[config.mk]
export PLATFORM = sky130hd
export DESIGN_NAME = enc_8b10b_rd_sel
export DESIGN_NICKNAME = d
export VERILOG_FILES = /design/src/rtl/enc_8b10b_rd_sel.sv
export SDC_FILE = /design/constraint.sdc
export NUM_CORES = 1
export LEC_CHECK = 0
export ABC_AREA = 1
export CAP_MARGIN = 0
export CORE_ASPECT_RATIO = 0.7
export CORE_MARGIN = 2
export CORE_UTILIZATION = 30
export DETAILED_ROUTE_END_ITERATION = 16
export SLEW_MARGIN = 20
export SYNTH_ARGS = -nofsm -noshare
export SYNTH_HDL_FRONTEND = slang
export SYNTH_SLANG_ARGS = --single-unit
[constraint.sdc]
create_clock -name clk -period 3.8 [get_ports clk]
set_input_delay 0.76 -clock clk [delete_from_list [all_inputs] [get_ports clk]]
set_output_delay 0.76 -clock clk [all_outputs]
set_load 0.02 [all_outputs]
[src/rtl/enc_8b10b_rd_sel.sv]
// 8b/10b codeword selector: picks the RD-matched table word, tracks running
// disparity, flags illegal-weight / control-word errors and counts them.
module enc_8b10b_rd_sel #(
  parameter int unsigned CNT_W = 16
) (
  input  logic             clk,
  input  logic             rst_n,
  input  logic             i_valid,
  input  logic [9:0]       i_minus,
  input  logic [9:0]       i_plus,
  input  logic             i_k_error,
  input  logic             i_rd_reset,
  input  logic             i_cnt_clr,
  output logic [9:0]       o_data,
  output logic             o_valid,
  output logic             o_rd,
  output logic             o_disp_error,
  output logic             o_k_error,
  output logic [CNT_W-1:0] o_err_cnt
);

  logic [9:0]       r_data;
  logic             r_valid;
  logic             r_rd;
  logic             r_disp_error;
  logic             r_k_error;
  logic [CNT_W-1:0] r_err_cnt;

  logic       w_eff_rd;
  logic [9:0] w_sel;
  logic [3:0] w_weight;
  logic       w_flip;
  logic       w_disp_error;
  logic       w_k_error;
  logic       w_err;
  logic       w_next_rd;

  always_comb begin
    w_eff_rd = i_rd_reset ? 1'b0 : r_rd;
    w_sel    = w_eff_rd ? i_plus : i_minus;
    w_weight = '0;
    for (int unsigned b = 0; b < 10; b++) begin
      w_weight = w_weight + 4'(w_sel[b]);
    end
    // Only a +2 word from RD- or a -2 word from RD+ moves the disparity.
    w_flip       = ((w_weight == 4'd6) && !w_eff_rd) || ((w_weight == 4'd4) && w_eff_rd);
    w_k_error    = i_valid && i_k_error;
    w_disp_error = i_valid && !i_k_error && !w_flip && (w_weight != 4'd5);
    w_err        = w_disp_error || w_k_error;
    w_next_rd    = (i_valid && !i_k_error && w_flip) ? ~w_eff_rd : w_eff_rd;
  end

  always_ff @(posedge clk or negedge rst_n) begin
    if (!rst_n) begin
      r_data       <= '0;
      r_valid      <= 1'b0;
      r_rd         <= 1'b0;
      r_disp_error <= 1'b0;
      r_k_error    <= 1'b0;
      r_err_cnt    <= '0;
    end else begin
      r_valid      <= i_valid;
      r_disp_error <= w_disp_error;
      r_k_error    <= w_k_error;
      r_rd         <= w_next_rd;
      if (i_valid) begin
        r_data <= i_k_error ? '0 : w_sel;
      end
      if (i_cnt_clr) begin
        r_err_cnt <= w_err ? CNT_W'(1) : '0;
      end else if (w_err && (r_err_cnt != '1)) begin
        r_err_cnt <= r_err_cnt + CNT_W'(1);
      end
    end
  end

  assign o_data       = r_data;
  assign o_valid      = r_valid;
  assign o_rd         = r_rd;
  assign o_disp_error = r_disp_error;
  assign o_k_error    = r_k_error;
  assign o_err_cnt    = r_err_cnt;

endmodule

==> results.py, run 1 <==
metrics = {
    "outcome": {
        "status": "finished with violations",
        "violations": "setup timing",
    },
    "route": {
        "ant_nets": 0,
        "routed_wirelength_mm": 5.27,
        "avgViaCountPerCell": 4.63,
        "drt_iter0_markers": 97,
        "post_drt_wl_per_cell_um": 13.6,
        "num_vias": 1798,
        "drt_pass1_iterations": 4,
        "drc": 0,
    },
    "clock_network": {
        "numClockSinks": 30,
        "cts_tree": "built",
        "clockBufferDepth": 2,
        "cts-htree-levels": 2,
        "cts_root_buf": "clkbuf_8",
        "ctsHoldBuffers": 0,
        "clkLatencyLatePin_ns": 0.28,
        "clk_pin_slew_worst_paths_ns": 0.07,
        "cts_buffers": 5,
    },
    "power": {
        "power.total_mw": 1.53,
        "ir_worst_vdd_mv": 0.224,
        "powerDensity_nw_per_um2": 514,
        "leakagePower_nw": 1.37,
    },
    "critical_path": {
        "worstPathMaxFanout": 7,
        "critical_path_required_ns": 3.98,
        "start_kind": "input pin",
        "arrival_ns": 4.45,
        "critPathKind": "in2reg",
        "cp-end-kind": "register",
        "ff2ff_setup_slack_ns": -0.35,
    },
    "grt": {
        "grtUsageTotal_pct": 16.0,
        "grt_pass1_vias": 1781,
        "grt_max_degree": 31,
        "grt_overflow": 0,
        "antenna_found_initial": 0,
        "grt_pass1_wl_mm": 8.76,
    },
    "finish": {
        "final_core_util_pct": 48.2,
        "n_fill_cell": 587,
        "seqCellArea_um2": 751,
        "final_common_cell": "nand2_1",
        "final_nets": 344,
        "diodes": 0,
        "drive_gt1_share_pct": 22.6,
        "multi_input_area_um2": 1250,
        "area_delta_synth_final_pct": 56.6,
        "fin_area_um2": 2980,
        "instances_no_fill": 388,
        "final_cell_mix": "nand2_1 (53), clkdlybuf4s50_1 (42), nor2_1 (30), dfrtp_1 (30), buf_4 (18)",
    },
    "synth": {
        "avgSynthCellArea_um2": 8.25,
        "syn_area_um2": 1910,
        "synthDistinctLibCells": 25,
        "yosysTopAreaCellShare_pct": 39.4,
        "ys_seq_area_share_pct": 39.4,
        "netlist_instances": 231,
        "synth_top_cells_by_area": "dfrtp_1 (39%), nand2_1 (13%), fa_1 (6.3%)",
        "synth_nets": 266,
        "synth_warnings": 0,
        "yosysTopAreaCell": "dfrtp_1",
        "synth-seq-cells": 30,
    },
    "sta": {
        "setup_tns_ns": -7.94,
        "fin_crit_sh_pct": 112,
        "tightest_slew_ns": 0.917,
        "fmax_mhz": 234,
        "rsz0062_at_grt": "true",
        "relSlewSlack_pct": 38.8,
        "post-route-min-period_ns": 4.27,
        "skew_ns": 0.00223,
        "worst_slack_ns": -0.474,
        "hold_viol": 0,
        "final_max_slew_viol_count": 0,
        "setup_viol": 18,
    },
    "worst_hold_path": {
        "hp-class": "reg2reg",
    },
    "place": {
        "gp_congestion": 0.869,
        "hpwlAfterDp_mm": 3.97,
        "io_buffers": 55,
        "dpl-instance-area_um2": 2700,
        "dp.cells": 372,
    },
    "job": {
        "maxCapViolCount": 0,
    },
    "floorplan": {
        "io-pin-count": 56,
        "core.rowCount": 24,
        "core_area_um2": 6190,
        "die_x_um": 99.3,
        "die_y_um": 70.7,
        "die_area_um2": 7020,
        "start_util_pct": 30.8,
    },
}
[through the flow]
stage          hold slack, ns  setup slack, ns
2_1_floorplan           0.464           -0.552
3_3_place_gp            0.469            -1.20
3_5_place_dp            0.474            -1.34
4_1_cts                 0.491           -0.444
5_1_grt                 0.513           -0.687
6_report                0.489           -0.474
[synth_stat cells]
cell / count
a22o_1: 1
and3_1: 1
buf_2: 1
buf_6: 2
clkbuf_1: 4
dfrtp_1: 30
fa_1: 6
ha_1: 3
inv_1: 16
mux2_2: 1
mux2i_1: 9
nand2_1: 64
nand2_2: 6
nand2_4: 2
nand3_1: 22
nand3_2: 1
nand4_1: 4
nand4_4: 1
nor2_1: 31
nor2_2: 1
nor3_1: 1
nor3_4: 1
o21ai_0: 9
xnor2_1: 3
xor2_1: 11
[state kept, by name (all words and copies together), names as in the netlist]
name	cells
o_data	10
o_disp_error	1
o_err_cnt	16
o_k_error	1
o_rd	1
o_valid	1
[worst max-delay path: stages]
cell and delay, ns:
buf_8 0.11, inv_12 0.05, nand2_8 0.09, mux2i_4 0.22, fa_1 0.59, fa_1 0.45
fa_1 0.53, inv_2 0.04, ha_4 0.15, fa_1 0.52, inv_1 0.05, nand2_1 0.05
nand2_1 0.05, nor2_1 0.11, nand2_1 0.09, nand3_2 0.10, nand2_4 0.08, nand2_8 0.12
nand2_4 0.10, nand2_2 0.11, nand2_1 0.05
[cell type report]
type / count / area share (%)
Timing Repair Buffer: 77 / 24.3
Tap cell: 78 / 3.27
Multi-Input combinational cell: 179 / 41.8
Clock buffer: 7 / 2.89
Clock inverter: 1 / 0.168
Sequential cell: 30 / 25.2
Inverter: 16 / 2.43
[path summary, 6_finish.rpt]
kind                       startpoint           end  depth (start not counted)
setup / recovery           i_rd_reset  o_err_cnt[6]                         21
hold / removal              o_data[3]     o_data[3]                          2
setup reg to reg                 o_rd  o_err_cnt[6]                         19
hold reg to reg             o_data[3]     o_data[3]                          2
max in group asynchronous       rst_n  o_err_cnt[8]                          2
min in group asynchronous       rst_n     o_data[9]                          2
[per-layer routing]
layer  vias up  global-route usage [%]  part of all wire (%)
met5         -                       0                     0
met4         0                    3.65                  0.72
met3         5                    3.85                   5.2
met2        43                    24.4                    44
met1       854                    23.1                    51
li1        896                       -                     -
[kinds of logic after synthesis]
kind of cell             after synthesis  share of synthesized area (%)
XOR/XNOR                              14                           6.43
adder cells (fa/ha/maj)                9                           8.27
buffers and inverters                 23                           5.38
flip-flops                            30                           39.4
multiplexers                          10                           5.32
AO/OA/AOI/OAI                         10                           2.82
AND/OR/NAND/NOR                      135                           32.4
[what timing repair did]
action	in CTS	in global routing
cloned	1	0
buffers inserted	6	2
pin swaps	18	14
endpoints found under the setup margin	18	18
gates resized for setup	36	14
[report_power, final]
part	internal [mW]	total (mW)	switching (mW)
clock	0.146	0.272	0.126
sequential	0.352	0.384	0.0321
combinational	0.435	0.878	0.443
total	0.933	1.53	0.601
Note: power is estimated with default switching activity, not from simulation.
==> run 2: changes to the inputs <==
SETUP_SLACK_MARGIN = 0.15   (was unset)
==> results.py, run 2 (same netlist as run 1, synthesis figures left out) <==
metrics = {
    "outcome": {
        "status": "finished with violations",
        "violations": "setup timing",
    },
    "sta": {
        "post-route-min-period_ns": 4.27,
        "worst_slack_ns": -0.468,
        "final_max_slew_viol_count": 0,
        "hold_viol": 0,
        "skew_ns": 0.00223,
        "tightest_slew_ns": 0.926,
        "setup_viol": 18,
        "fmax_mhz": 234,
        "fin_crit_sh_pct": 112,
        "rsz0062_at_grt": "true",
        "whs_ns": 0.488,
        "relSlewSlack_pct": 38.2,
    },
    "clock_network": {
        "cts_root_buf": "clkbuf_8",
        "cts_tree": "built",
        "ctsHoldBuffers": 0,
        "numClockSinks": 30,
        "clockBufferDepth": 2,
        "cts-htree-levels": 2,
        "clk_pin_slew_worst_paths_ns": 0.07,
        "cts_buffers": 5,
        "clkLatencyLatePin_ns": 0.28,
    },
    "critical_path": {
        "cp_top_family": "adder cells",
        "cp-end-kind": "register",
        "critPathKind": "in2reg",
        "critPathCapture": "o_err_cnt[6]",
        "ff2ff_setup_slack_ns": -0.34,
        "cp_cell_sequence": "buf_8, inv_12, nand2_8, mux2i_4, fa_1, fa_1, fa_1, inv_2, ha_4, fa_1, inv_1, nand2_1, nand2_1, nor2_1, nand2_1, nand3_2, nand2_4, nand2_8, nand2_4, nand2_2, nand2_1",
        "worstReg2RegEnd": "o_err_cnt[6]",
        "r2r-start": "o_rd",
        "crit_cells": 21,
        "start_kind": "input pin",
        "slowest_delay_ns": 0.59,
        "crit_buf_inv": 4,
        "arrival_ns": 4.44,
        "cp-startpoint": "i_rd_reset",
        "critical_path_required_ns": 3.98,
        "reg2reg_depth": 19,
        "slowest_stage": "fa_1",
        "worstPathMaxFanout": 7,
    },
    "route": {
        "drt_pass1_iterations": 6,
        "routed_wirelength_mm": 5.27,
        "drc": 0,
        "drt_iter0_markers": 93,
        "avgViaCountPerCell": 4.65,
        "ant_nets": 0,
        "post_drt_wl_per_cell_um": 13.6,
        "num_vias": 1803,
    },
    "finish": {
        "final_common_cell": "nand2_1",
        "area_delta_synth_final_pct": 56.6,
        "drive_gt1_share_pct": 22.6,
        "diodes": 0,
        "fin_area_um2": 2980,
        "final_nets": 344,
        "largest_reg_flops": 16,
        "final_cell_mix": "nand2_1 (53), clkdlybuf4s50_1 (42), nor2_1 (30), dfrtp_1 (30), buf_4 (18)",
    },
    "power": {
        "swShare_pct": 39.1,
        "seqPwrFrac_pct": 25.2,
        "comb_power_share_pct": 57.1,
        "powerDensity_nw_per_um2": 512,
        "p_int_mw": 0.931,
        "leakagePower_nw": 1.37,
        "clkPwrFrac_pct": 17.7,
        "ir_worst_vdd_mv": 0.214,
        "switchingPower_mw": 0.597,
    },
    "grt": {
        "grt_max_degree": 31,
        "antenna_found_initial": 0,
        "grtUsageTotal_pct": 16.0,
        "grt_pass1_wl_mm": 8.76,
        "grt_overflow": 0,
        "grt_pass1_vias": 1781,
    },
    "floorplan": {
        "core.rowCount": 24,
        "die_x_um": 99.3,
        "die_y_um": 70.7,
        "start_util_pct": 30.8,
        "die_area_um2": 7020,
        "core_area_um2": 6190,
        "io-pin-count": 56,
    },
    "place": {
        "io_buffers": 55,
        "dpl-instance-area_um2": 2700,
        "gp_congestion": 0.869,
        "pre_cts_slack_ns": -1.34,
        "hpwlAfterDp_mm": 3.97,
    },
    "job": {
        "maxCapViolCount": 0,
    },
    "worst_hold_path": {
        "hp-class": "reg2reg",
    },
}
[run 2: cell type report]
| type | instances | area, µm² |
|---|---|---|
| fill | 587 | 3200 |
| clock inverter | 1 | 5.00 |
| clock buffer | 7 | 86.3 |
| sequential | 30 | 751 |
| timing repair buffer | 77 | 724 |
| multi-input combinational | 179 | 1250 |
| tap | 78 | 97.6 |
| inverter | 16 | 72.6 |
[run 2: through the flow]
step	utilization, %	std cells	total power [mW]	TNS, ns
floorplan	-	231	0.856	-8.52
global placement	43.6	372	1.09	-20.38
detailed placement	43.6	372	1.11	-23.01
CTS	47.3	387	1.49	-7.23
global route	48.2	388	1.65	-11.06
finish	48.2	388	1.53	-7.82
[run 2: worst min path at each step]
stage | cells past startpoint | end | slack (ns) | start
floorplan | 0 | o_data[0] | 0.46 | rst_n
global placement | 2 | o_data[1] | 0.47 | o_data[1]
detailed placement | 2 | o_data[3] | 0.47 | o_data[3]
CTS | 2 | o_data[3] | 0.49 | o_data[3]
global route | 2 | o_data[3] | 0.51 | o_data[3]
finish | 2 | o_data[1] | 0.49 | o_data[1]
[run 2: routing by layer]
| metal | share of wire [%] | track usage, % | vias to the layer above |
|---|---|---|---|
| met5 | 0 | 0 | - |
| met4 | 0.72 | 3.65 | 0 |
| met1 | 50 | 23.1 | 855 |
| met2 | 44 | 24.4 | 47 |
| met3 | 5.7 | 3.85 | 5 |
| li1 | - | - | 896 |
[run 2: timing repair]
item,4_1_cts,5_1_grt
buffers inserted,6,1
gates cloned,1,0
setup endpoints to repair,18,18
resized for setup,36,13
pin swaps,18,12
[run 2: power by group through the flow]
stage	registers, mW	clock network, mW	logic [mW]
3_3_place_gp	0.389	0	0.697
3_5_place_dp	0.390	0	0.715
6_report	0.384	0.271	0.873
4_1_cts	0.385	0.278	0.826
5_1_grt	0.389	0.294	0.963
2_1_floorplan	0.426	0	0.429
[run 2: worst reg2reg max path: cells and delay by family, from the launching register on]
kind / cells / cell delay [ns]
buf+inv: 2 / 0.10
flops: 1 / 0.44
mux: 1 / 0.27
fa+ha+maj: 5 / 2.18
simple gates: 11 / 1.06
